## config.mk

```make
export PLATFORM = sky130hd
export DESIGN_NAME = des_key_sched_dec
export DESIGN_NICKNAME = d
export VERILOG_FILES = /design/src/rtl/des_key_sched_dec.sv
export SDC_FILE = /design/constraint.sdc
export NUM_CORES = 1
export LEC_CHECK = 0
export CAP_MARGIN = 25
export CORE_MARGIN = 10
export CORE_UTILIZATION = 48
export DETAILED_ROUTE_END_ITERATION = 8
export GPL_TIMING_DRIVEN = 1
export MAX_ROUTING_LAYER = met4
export PLACE_DENSITY_LB_ADDON = 0.25
export SLEW_MARGIN = 10
export SYNTH_ARGS = -nofsm -noshare
export SYNTH_HDL_FRONTEND = slang
export SYNTH_SLANG_ARGS = --single-unit
```

## constraint.sdc

```tcl
create_clock -name clk -period 2 [get_ports clk]
set_input_delay 0.4 -clock clk [delete_from_list [all_inputs] [get_ports clk]]
set_output_delay 0.4 -clock clk [all_outputs]
set_load 0.05 [all_outputs]
```

## src/rtl/des_key_sched_dec.sv

```systemverilog
// DES decryption key schedule: PC-1 on key acceptance, then K16..K1 via right rotations and PC-2.
// Optional byte-parity check on the accepted key is enabled by defining DES_KEY_PARITY_CHK_EN.
module des_key_sched_dec #(
    parameter int NUM_ROUNDS = 16
) (
    input  logic        clk,
    input  logic        rst_n,
    input  logic [63:0] key_in,
    input  logic        key_valid,
    output logic        key_ready,
    output logic [47:0] subkey,
    output logic        subkey_valid,
    input  logic        subkey_ready,
    output logic [3:0]  subkey_round,
    output logic        subkey_last
`ifdef DES_KEY_PARITY_CHK_EN
    ,
    output logic        parity_err
`endif
);

    typedef enum logic {
        IDLE,
        EMIT
    } state_t;

    localparam logic [3:0] LAST_ROUND = 4'(NUM_ROUNDS - 1);

    state_t      state;
    state_t      state_next;
    logic [3:0]  round_q;
    logic [3:0]  round_next;
    logic [27:0] c_q;
    logic [27:0] d_q;
    logic [27:0] pc1_c;
    logic [27:0] pc1_d;
    logic [55:0] cd;
    logic        key_accept;
    logic        sub_fire;
    logic        one_shift;

    function automatic logic [27:0] rotr(input logic [27:0] x, input logic by_one);
        return by_one ? {x[0], x[27:1]} : {x[1:0], x[27:2]};
    endfunction

    // PC-1: DES bit n lives at key_in[64-n]; the eight parity bits never appear here
    assign pc1_c = {
        key_in[64-57], key_in[64-49], key_in[64-41], key_in[64-33], key_in[64-25], key_in[64-17], key_in[64-9],
        key_in[64-1],  key_in[64-58], key_in[64-50], key_in[64-42], key_in[64-34], key_in[64-26], key_in[64-18],
        key_in[64-10], key_in[64-2],  key_in[64-59], key_in[64-51], key_in[64-43], key_in[64-35], key_in[64-27],
        key_in[64-19], key_in[64-11], key_in[64-3],  key_in[64-60], key_in[64-52], key_in[64-44], key_in[64-36]
    };

    assign pc1_d = {
        key_in[64-63], key_in[64-55], key_in[64-47], key_in[64-39], key_in[64-31], key_in[64-23], key_in[64-15],
        key_in[64-7],  key_in[64-62], key_in[64-54], key_in[64-46], key_in[64-38], key_in[64-30], key_in[64-22],
        key_in[64-14], key_in[64-6],  key_in[64-61], key_in[64-53], key_in[64-45], key_in[64-37], key_in[64-29],
        key_in[64-21], key_in[64-13], key_in[64-5],  key_in[64-28], key_in[64-20], key_in[64-12], key_in[64-4]
    };

    // PC-2 over the registered halves: cd[55] is C bit 1, cd[0] is D bit 28
    assign cd = {c_q, d_q};

    assign subkey = {
        cd[56-14], cd[56-17], cd[56-11], cd[56-24], cd[56-1],  cd[56-5],
        cd[56-3],  cd[56-28], cd[56-15], cd[56-6],  cd[56-21], cd[56-10],
        cd[56-23], cd[56-19], cd[56-12], cd[56-4],  cd[56-26], cd[56-8],
        cd[56-16], cd[56-7],  cd[56-27], cd[56-20], cd[56-13], cd[56-2],
        cd[56-41], cd[56-52], cd[56-31], cd[56-37], cd[56-47], cd[56-55],
        cd[56-30], cd[56-40], cd[56-51], cd[56-45], cd[56-33], cd[56-48],
        cd[56-44], cd[56-49], cd[56-39], cd[56-56], cd[56-34], cd[56-53],
        cd[56-46], cd[56-42], cd[56-50], cd[56-36], cd[56-29], cd[56-32]
    };

    assign subkey_round = round_q;
    assign round_next   = round_q + 4'd1;
    assign one_shift    = (round_next == 4'd1) || (round_next == 4'd8) || (round_next == 4'd15);

    always_ff @(posedge clk or negedge rst_n) begin
        if (!rst_n) begin
            state <= IDLE;
        end else begin
            state <= state_next;
        end
    end

    always_comb begin
        state_next   = state;
        key_ready    = 1'b0;
        subkey_valid = 1'b0;
        subkey_last  = 1'b0;
        key_accept   = 1'b0;
        sub_fire     = 1'b0;
        case (state)
            IDLE: begin
                key_ready = 1'b1;
                if (key_valid) begin
                    key_accept = 1'b1;
                    state_next = EMIT;
                end
            end
            EMIT: begin
                subkey_valid = 1'b1;
                subkey_last  = (round_q == LAST_ROUND);
                if (subkey_ready) begin
                    sub_fire = 1'b1;
                    if (round_q == LAST_ROUND) begin
                        state_next = IDLE;
                    end
                end
            end
            default: state_next = IDLE;
        endcase
    end

    // Decrypt starts at C16D16, which equals C0D0, so the PC-1 result is loaded unrotated
    always_ff @(posedge clk or negedge rst_n) begin
        if (!rst_n) begin
            c_q     <= '0;
            d_q     <= '0;
            round_q <= '0;
        end else if (key_accept) begin
            c_q     <= pc1_c;
            d_q     <= pc1_d;
            round_q <= '0;
        end else if (sub_fire && (round_q != LAST_ROUND)) begin
            c_q     <= rotr(c_q, one_shift);
            d_q     <= rotr(d_q, one_shift);
            round_q <= round_next;
        end
    end

`ifdef DES_KEY_PARITY_CHK_EN
    logic parity_bad;

    // Each byte, parity bit included, must carry an odd number of ones
    assign parity_bad = ~(^key_in[63:56]) | ~(^key_in[55:48]) | ~(^key_in[47:40]) | ~(^key_in[39:32])
                      | ~(^key_in[31:24]) | ~(^key_in[23:16]) | ~(^key_in[15:8])  | ~(^key_in[7:0]);

    always_ff @(posedge clk or negedge rst_n) begin
        if (!rst_n) begin
            parity_err <= 1'b0;
        end else if (key_accept) begin
            parity_err <= parity_bad;
        end
    end
`endif

endmodule

```

# [Word-level counts from Yosys, hierarchy flattened]
# Index checks and enable logic that the tools add are counted.
# Widths: inputs -> output; s select.
[word_totals] regBits=61 wordCells=33
[op_classes] n_bitwise=1 addsub=1 reduce_logical=4 n_eq_ne=5 n_mux=18
[ops] op="$mux 28" n=6
[ops] op="$eq 4x4->1 const B" n=3
[ops] op="$mux 1" n=9
[ops] op="$mux 4" n=2
[ops] op="$add 4x1->4 const B" n=1
[ops] op="$eq 4x1->1 const B" n=1
[ops] op="$ne 4x4->1 const B" n=1
[ops] op="$logic_or 1x1->1" n=2
[ops] op="$pmux 1 s2" n=1
[ops] op="$reduce_bool 2->1" n=1
[ops] op="$logic_and 1x1->1" n=1
[ops] op="$not 1->1" n=1

# [Longest topological paths before layout]
[depth] ltp_word=7 ltp_mapped=9 depth_no_buf=6

# [Worst setup path before layout]
# Ideal clock, no wire load.
[synth_timing] path_kind="reg-to-output" start="reg round_q[0], in the netlist subkey_round[0]" end="out subkey_last" slack_ns=-0.358 stages_incl_launch_ff=5 arrival_ns=1.958 t_required_ns=1.600 path_cell_list="dfrtp_1 > ha_1 > buf_2 > nand3_2 > nor2_1"
[synth_via] elab_chain_len=2
[synth_lines] item="from (decl)" line_no="31" source="logic [3:0] round_q;"
[synth_lines] item="from (signal assigned)" line_no="129" source="round_q <= round_next;"
[synth_lines] item="$eq 4x4->1" line_no="104" source="subkey_last = (round_q == LAST_ROUND);"
[synth_lines] item="$mux 1" line_no="94" source="case (state)"
[synth_lines] item="to (decl)" line_no="15" source="output logic subkey_last"
# No other way between the ends.

# [Worst setup path in the final report]
[layout_timing] start="reg c_q[9]" end="out subkey[34]"
[layout_lines] item="from (decl)" line_no="33" source="logic [27:0] c_q;"
[layout_lines] item="from (signal assigned)" line_no="123" source="c_q <= pc1_c;"
[layout_lines] item="from (signal assigned)" line_no="127" source="c_q <= rotr(c_q, one_shift);"
[layout_lines] item="to (decl)" line_no="11" source="output logic [47:0] subkey,"
# No word-level cell between the ends.

==> metrics.md <==
| Metric | Value |
|---|---|
| Status | complete, no violations |
| Dpl hpwl | between 8000 and 9000 um |
| Relative slew slack | 0.647 |
| Fin Setup TNS | 0 ns |
| Max_cap viols | 0 |
| Max-slew violations | 0 |
| Share of cells above drive strength 1 | 0.193 |
| Synth Warn # | 0 |
| Count leader, synth | dfrtp_1 |
| Post-synth top flop | dfrtp_1 |
| Synth area leaders | dfrtp_1, o211ai_1, buf_4 |
| Hold/Removal Path Class | in -> async |
| Setup violators final | 0 |
| Met3 wire length | 820 um |
| Final Hold Fails | 0 |
| Post-synthesis mux area share | 0 |
| First-pass GRT wire length | 20000 um |
| First-iteration detailed-routing DRC count | 224 |
| Critical path cell sequence | clkdlybuf4s50_1 |
| Worst reg-to-reg path cell count | 6 |
| VDD IR max | 0.000943 V |
| Total iterations of the first detailed-routing run | 4 |
| CTS Buf Count | 9 |
| Worst Setup Path Type | reg -> out |
| Setup Skew | between 0.007 and 0.008 ns |
| Post-Syn Area | 4160 um2 |
| Initial antenna violation count | 0 |
| Post-synthesis compound-gate area fraction | 0.308 |
| Wire length on met2 | 5850 um |
| Main combinational cell family by area after synthesis | compound AO/OA/AOI/OAI gates |
| Max incr delay on CP | 0.83 ns |
| Syn-to-layout area delta | 28.9% |
| Worst-path maximum fanout | 4 |
| Slowest cell on crit path | clkdlybuf4s50_1 |
| GRT overflow | 0 |
| Cell taking the most area after synthesis | dfrtp_1 |
| Cell family with most CP delay | buffers and inverters |
| Vias in the first global route | 3869 |
| Ports | 123 |
| Simple-gate share of the synthesized area | 0.152 |
| Top sig layer | met4 |
| Placed cell area | 5070 um2 |
| Worst EP required | 1.60 ns |
| Final instance area | between 5000 and 6000 um2 |
| Clk slew on worst S/H paths | 0.07 ns |
| Cell variety after synth | 38 |
| Clk Latency, worst-skew pair | 0.33 ns |
| Final Worst Setup Slack | 0.0359 ns |
| Root Driver | clkbuf_8 |
| Longest Clk Path Bufs | 2 |
| Final hold slack | 0.0512 ns |
| Die width | 113 um |
| RSZ-0062 raised after global routing | yes |
| Routed WL | 12200 um |
| GRT Total Usage | 0.192 |
| DRC viols | 0 |
| Post-placement setup slack | approximately 0.070 ns |
| Die height | 113 um |
| # diodes | 0 |
| Core ar. | around 8300 um2 |
| Post-synth EDFFs | 0 |
| CP Capture Type | output port |
| Top cells by count, synth | dfrtp_1, nand2_1, o211ai_1 |
| Met1 wire length | approximately 5400 um |
| Drt wl/cell | between 15 and 20 um |
| Mean post-synth cell area | between 9 and 10 um2 |
| CTS tree | yes |
| Vias | 3841 |
| Achievable Freq | 509 MHz |
| Clock sinks | 61 |
| Pleak | 2.36 nW |
| Asr flop ratio synth | 1.00 |
| R2r endpoint | c_q[7] |
| FF-to-FF setup slack | 0.15 ns |
| Post-synthesis cell count | 460 |
| Vias per cell | a little over 6 |
| Area fraction of the dominant cell type after synthesis | 0.367 |
| Synth Area in XOR/XNOR | 0 |
| Sequential-to-total area share from yosys stat | 0.367 |
| Die area | 12800 um2 |
| Postcts setup bufs | 0 |
| RePlAce Congestion | 0.852 |
| Max H-tree Level | 3 |
| Pin count of the biggest net entering global routing | 42 |
| Post-route antenna net violation count | 0 |
| Port buffer count | 114 |
| Buffers and inverters on the worst path | 1 |
| CP startpoint kind | flop |
| Initial core utilization | 0.498 |
| Worst r2r src | subkey_round[0] |
| Pwr dens | 1810 nW/um2 |
| Worst-margin pin slew | 0.529 ns |
| Synth Net Count | 531 |
| Arrival @ worst endpoint | between 1.5 and 2 ns |
| Post-Synth Adder-Cell Area | 0.00903 |
| # rows | 33 |
| Yosys reg bits | between 60 and 70 |
| Nets | 590 |
| Fin crit share | 0.982 |
| Tmin final | 1.96 ns |
flip-flops by register name, indices dropped and copies added, names as in the netlist:
| signal | flops |
|---|---|
| c_q | 28 |
| d_q | 28 |
| subkey_round | 4 |
| state | 1 |
kinds of logic after synthesis:
kind of cell | count (synthesis)
AO/OA/AOI/OAI | 163
AND/OR/NAND/NOR | 132
adder cells (fa/ha/maj) | 3
flip-flops | 61
buffers and inverters | 101
final cells by class:
| cell class | count | area, um2 |
|---|---|---|
| Timing Repair Buffer | 144 | 1490 |
| Fill cell | 711 | 2980 |
| Clock buffer | 11 | 131 |
| Clock inverter | 5 | 75.1 |
| Inverter | 5 | 18.8 |
| Sequential cell | 61 | 1530 |
| Multi-Input combinational cell | 298 | 1980 |
| Tap cell | 105 | 131 |
worst register-to-register path, delay by kind of cell (launching register included):
kind / cells / cell delay, ns
compound gates: 4 / 0.77
flops: 1 / 0.41
buf+inv: 1 / 0.31
fa+ha+maj: 1 / 0.28
metrics by stage:
step / util / instances / power (mW)
2_1_floorplan: - / 460 / 7.16
3_3_place_gp: 0.608 / 613 / 8.35
3_5_place_dp: 0.608 / 613 / 8.46
4_1_cts: 0.633 / 629 / 9.67
5_1_grt: 0.642 / 629 / 10.3
6_report: 0.642 / 629 / 9.71
worst max-delay path by stage:
stage                    start  cells after the start          end  slack, ns
3_3_place_gp      subkey_ready                      6      c_q[20]       0.08
3_5_place_dp   subkey_round[1]                      7      c_q[18]       0.07
4_1_cts                 c_q[7]                      1   subkey[37]      0.009
5_1_grt        subkey_round[1]                      4  subkey_last      -0.04
2_1_floorplan  subkey_round[0]                      8      d_q[18]       0.01
6_report                c_q[9]                      1   subkey[34]       0.04
repair_timing:
item / in CTS / in global routing
gates resized for setup: 1 / 28
hold buffers: 0 / 0
pin swaps: 0 / 1
endpoints found under the setup margin: 1 / 44
placed cells by master (no fill, tap or decap), types with 2 or more instances in the layout:
cell type	instances
a31oi_1	20
nand4_1	19
inv_1	5
o21ai_0	9
ha_2	2
buf_8	3
clkbuf_1	2
clkbuf_8	9
clkdlybuf4s50_1	69
nand3_1	22
a2bb2oi_1	36
dfrtp_2	2
o2bb2ai_1	20
o211ai_1	53
o21ai_2	13
a21oi_1	3
dlymetal6s2s_1	20
nor2_1	20
dfrtp_1	59
buf_12	9
buf_4	42
bufinv_16	2
clkinv_2	3
nand2_1	59
power breakdown:
group          switching, mW  total, mW  internal, mW
Sequential             0.634       2.43          1.80
Combinational           3.75       6.08          2.33
Clock                  0.495       1.19         0.697
Total                   4.88       9.71          4.83
metal layers:
metal,global-route usage,vias up
li1,-,1787
met1,0.247,1890
met2,0.294,156
met3,0.0465,8
met4,0.0533,0
met5,-,-
Note: power is estimated with default switching activity, not from simulation.
